--- config.mk ---
export PLATFORM = sky130hd
export DESIGN_NAME = io_handshake_ctrl
export DESIGN_NICKNAME = d
export VERILOG_FILES = /design/src/rtl/io_handshake_ctrl.sv
export SDC_FILE = /design/constraint.sdc
export NUM_CORES = 1
export LEC_CHECK = 0
export CORE_MARGIN = 2
export CORE_UTILIZATION = 32
export DETAILED_ROUTE_END_ITERATION = 16
export SLEW_MARGIN = 20
export SYNTH_ARGS = -nofsm -noshare
export SYNTH_HDL_FRONTEND = slang
export SYNTH_SLANG_ARGS = --single-unit
--- constraint.sdc ---
create_clock -name clk -period 1.7 [get_ports clk]
set_input_delay 0.17 -clock clk [delete_from_list [all_inputs] [get_ports clk]]
set_output_delay 0.17 -clock clk [all_outputs]
set_load 0.02 [all_outputs]
--- src/rtl/io_handshake_ctrl.sv ---
// rtl/io_handshake_ctrl.sv - 4-phase external IN/OUT handshake bridge with a 2-entry input FIFO
// The input and output sides are independent FSMs; the processor side uses level requests answered by one-cycle pulses.
module io_handshake_ctrl (
   input  logic       clk,
   input  logic       reset,
   input  logic [7:0] in,
   input  logic       inDataReady,
   output logic       inACK,
   output logic [7:0] out,
   output logic       outDataReady,
   input  logic       outACK,
   input  logic       rdReq,
   output logic [7:0] rdData,
   output logic       rdValid,
   input  logic       wrReq,
   input  logic [7:0] wrData,
   output logic       wrDone,
   output logic [1:0] inCount,
   output logic       outBusy
);

   typedef enum logic {I_IDLE, I_ACK} in_state_t;
   typedef enum logic [1:0] {O_IDLE, O_REQ, O_REL, O_DONE} out_state_t;

   in_state_t  in_state_q, in_state_d;
   out_state_t out_state_q, out_state_d;
   logic [7:0] slot0_q, slot0_d;
   logic [7:0] slot1_q, slot1_d;
   logic       wr_ptr_q, wr_ptr_d;
   logic       rd_ptr_q, rd_ptr_d;
   logic [1:0] count_q, count_d;
   logic       rd_valid_q, rd_valid_d;
   logic [7:0] rd_data_q, rd_data_d;
   logic [7:0] out_data_q, out_data_d;
   logic       push;
   logic       pop;
   logic [7:0] head;

   // Input side: capture only on the accepting edge, using pre-edge occupancy
   always_comb begin
      in_state_d = in_state_q;
      push       = 1'b0;
      case (in_state_q)
         I_IDLE: begin
            if (inDataReady && (count_q != 2'd2)) begin
               in_state_d = I_ACK;
               push       = 1'b1;
            end
         end
         I_ACK: begin
            if (!inDataReady) begin
               in_state_d = I_IDLE;
            end
         end
      endcase
   end

   // The rd_valid_q term spaces deliveries at least two cycles apart
   always_comb begin
      pop        = rdReq && !rd_valid_q && (count_q != 2'd0);
      head       = rd_ptr_q ? slot1_q : slot0_q;
      slot0_d    = slot0_q;
      slot1_d    = slot1_q;
      if (push) begin
         if (wr_ptr_q) begin
            slot1_d = in;
         end else begin
            slot0_d = in;
         end
      end
      wr_ptr_d   = wr_ptr_q ^ push;
      rd_ptr_d   = rd_ptr_q ^ pop;
      count_d    = count_q;
      case ({push, pop})
         2'b10:   count_d = count_q + 2'd1;
         2'b01:   count_d = count_q - 2'd1;
         default: count_d = count_q;
      endcase
      rd_valid_d = pop;
      rd_data_d  = pop ? head : rd_data_q;
   end

   always_comb begin
      out_state_d = out_state_q;
      out_data_d  = out_data_q;
      case (out_state_q)
         O_IDLE: begin
            if (wrReq && !outACK) begin
               out_state_d = O_REQ;
               out_data_d  = wrData;
            end
         end
         O_REQ: begin
            if (outACK) begin
               out_state_d = O_REL;
            end
         end
         O_REL: begin
            if (!outACK) begin
               out_state_d = O_DONE;
            end
         end
         O_DONE: begin
            out_state_d = O_IDLE;
         end
      endcase
   end

   always_ff @(posedge clk) begin
      if (reset) begin
         in_state_q  <= I_IDLE;
         out_state_q <= O_IDLE;
         slot0_q     <= 8'h00;
         slot1_q     <= 8'h00;
         wr_ptr_q    <= 1'b0;
         rd_ptr_q    <= 1'b0;
         count_q     <= 2'd0;
         rd_valid_q  <= 1'b0;
         rd_data_q   <= 8'h00;
         out_data_q  <= 8'h00;
      end else begin
         in_state_q  <= in_state_d;
         out_state_q <= out_state_d;
         slot0_q     <= slot0_d;
         slot1_q     <= slot1_d;
         wr_ptr_q    <= wr_ptr_d;
         rd_ptr_q    <= rd_ptr_d;
         count_q     <= count_d;
         rd_valid_q  <= rd_valid_d;
         rd_data_q   <= rd_data_d;
         out_data_q  <= out_data_d;
      end
   end

   assign inACK        = (in_state_q == I_ACK);
   assign inCount      = count_q;
   assign rdValid      = rd_valid_q;
   assign rdData       = rd_data_q;
   assign out          = out_data_q;
   assign outDataReady = (out_state_q == O_REQ);
   assign wrDone       = (out_state_q == O_DONE);
   assign outBusy      = (out_state_q != O_IDLE);

endmodule

==> run metrics <==
status finished, final reports clean; Worst path top cell family by delay buffers and inverters; CP endpoint kind output pin; worst clock skew 8.15 ps; Syn. warnings 0; total gr overflow 0; worst r2r path cells 5; crit-path max FO 3; die height around 76 µm; sequential share of the synthesized area about half; flops & latches, synth 40; Final #Nets between 200 and 250; Critical Path Max Stage Delay ~590 ps; share of layout cells above drive strength 1 9.13%; count of cell types in the netlist 22; hpwl dp approximately 2300 µm; fillers 530; post-detailed-routing wire length between 3000 and 4000 µm; number of synthesized flops with an enable pin 0; clk_lat worst skew around 290 ps; async set-or-reset flop fraction in the synthesized netlist 0%; leading area contributor after synthesis dfxtp_1; Setup TNS 0 ps; fin crit share roughly 96%; FP Rows 26; post-DR wirelength/cell 11.5 µm; Slew @ Worst Pin approximately 530 ps; full die area just under 0.006 mm²; clock slew at reported path FFs ~70 ps; r2r setup slk ~180 ps; RSZ-0062 raised after global routing false; initial antenna violation count 0; Crit Path Class reg2out; mapped cell area around 0.0017 mm²; CTS H-tree lvls 2; CP Launch Type register; CTS Buffer Depth 2; I/O pin count 45; Crit path arrival time ~1500 ps; FF-to-FF Start inCount[0]$_SDFFE_PP0P_; CTS tree done; Initial Util between 30 and 40%; WP data required between 1500 and 2000 ps; antenna-violating nets left 0; DRT Pass-1 Iters 4; RR Endpoint inCount[1]$_SDFFE_PP0P_; Yosys top cell area share 48.0%; Hold Fails Final Rpt 0; fin util approximately 47%; P_leak 0.955 nW; CORE AREA just over 0.005 mm²; launch point of the worst path out_state_q[1]$_SDFFE_PP0P_; worst min path class in2reg; vias per inst around 4.5; Slew Viols, Final 0; crit path buf inv count 2; first-pass GRT wire length roughly 5900 µm; Num CTS Buffers 5; Peak supply drop 0.000557 V; pin count of the biggest net entering global routing 26; total number of vias roughly 1300; count leader, synth dfxtp_1; DRC 0; GPL Wtd Cong 0.710; fmax 615 MHz; Synth top cells by count dfxtp_1 (40), mux2i_1 (34), nor2_1 (30); DR iter-0 viols 42; max_slew headroom around 65%; GR Util All Layers 12.6%; die width 76.2 µm; fin crit period roughly 1600 ps; Crit path depth 3; Critical Path Sink wrDone; Pwr Density 1360 mW/mm²; MaxCap Viol Count 0; crit-path cells buf_4, ha_1, clkdlybuf4s50_1; clk root buf clkbuf_8; slowest cell on the critical path clkdlybuf4s50_1; top post-synthesis cells by area dfxtp_1 (48%), mux2i_1 (20%), nor2_1 (6.8%), ha_1 (6.0%), a211oi_1 (3.6%); # setup viols final 0; Gate Count Post-Synth around 170; syn avg cell area 10.0 µm²; IO Port Bufs 44; CTS sink count 40; Area growth, synth to finish 41.9%; syn_nets approximately 200; # diodes 0; vias in the first global route 1238; Top FF cell, synth dfxtp_1
## area by class of cell
type                            instances  area [µm²]  area share (%)
Inverter                                5        18.8           0.793
Sequential cell                        40         802            33.9
Timing Repair Buffer                   55         562            23.7
Clock buffer                            7        86.3            3.65
Multi-Input combinational cell        111         802            33.9
Tap cell                               70        87.6            3.70
Clock inverter                          1        7.51           0.317
## cell families (layout without fill, tap and decap cells)
| family | count (synthesis) | in the layout | share of synthesized area, % |
|---|---|---|---|
| buffers and inverters | 15 | 68 | 3.90 |
| and+or+nand+nor | 45 | 45 | 12.5 |
| xor gates and xnor gates | 2 | 2 | 1.05 |
| muxes | 34 | 34 | 20.4 |
| AOI/OAI and AO/OA | 22 | 22 | 8.10 |
| adders and majority gates | 8 | 8 | 6.00 |
| DFF | 40 | 40 | 48.0 |
## where the power goes
| part | internal (mW) | switching (mW) |
|---|---|---|
| Sequential | 1.12 | 0.135 |
| Clock | 0.330 | 0.319 |
| Combinational | 0.671 | 0.648 |
## layout by cell type (no fill, tap or decap), drive strengths merged
master,n
nor3,1
o21bai,1
nand2b,6
clkinvlp,1
nor2,31
clkdlybuf4s50,42
dfxtp,40
nor3b,1
or2,1
dlygate4sd2,1
mux2i,34
a21oi,10
clkbuf,7
a22oi,1
nor2b,1
ha,8
buf,11
dlymetal6s2s,1
inv,5
xor2,1
o21ai,2
nand3b,2
a211oi,8
xnor2,1
or3,2
## state kept, by name, indices dropped and copies added (netlist names)
name / count
out_state_q: 2
inACK: 1
inCount: 2
out: 8
rdValid: 1
slot0_q: 8
rdData: 8
slot1_q: 8
rd_ptr_q: 1
wr_ptr_q: 1
## how the worst min path moves through the flow
| stage | start | cells after the start | endpoint |
|---|---|---|---|
| after global placement | slot0_q[3]$_SDFFE_PP0P_ | 2 | slot0_q[3]$_SDFFE_PP0P_ |
| after global routing | wrData[2] | 3 | out[2]$_SDFFE_PP0P_ |
| after CTS | wrData[7] | 3 | out[7]$_SDFFE_PP0P_ |
| after floorplan | wrData[0] | 2 | out[0]$_SDFFE_PP0P_ |
| final | inDataReady | 2 | inACK$_SDFF_PP0_ |
| after detailed placement | slot0_q[3]$_SDFFE_PP0P_ | 2 | slot0_q[3]$_SDFFE_PP0P_ |
## worst register-to-register path, delay by kind of cell, from the launching register on
family	cells	cell delay (ps)
fa+ha+maj	1	300
simple gates	3	680
compound gates	1	130
flops	1	350
## layer usage
metal / GRT usage, % / up-vias / wire length, µm
met4: 3.82 / 0 / 40
met2: 20.4 / 21 / 1600
met1: 15.9 / 596 / 1570
met5: 0 / - / 0
met3: 4.50 / 4 / 129
li1: - / 669 / -
## what timing repair did
item                       in CTS  in global routing
hold buffers                    0                  0
gates resized for setup         1                  1
pin swaps                       0                  0
setup endpoints to repair       1                  1
buffers inserted                0                  0
## per-stage QoR
step           hold WS, ps  worst slack, ps  area (µm²)  total power [mW]  cells
2_1_floorplan          314             18.7        1670              2.07    166
3_3_place_gp           472             36.1        2270              2.62    281
3_5_place_dp           481             7.13        2270              2.62    281
4_1_cts                479             12.3        2360              3.28    289
5_1_grt                481             10.0        2370              3.48    289
6_report               483             73.9        2370              3.22    289
Note: power is estimated with default switching activity, not from simulation.
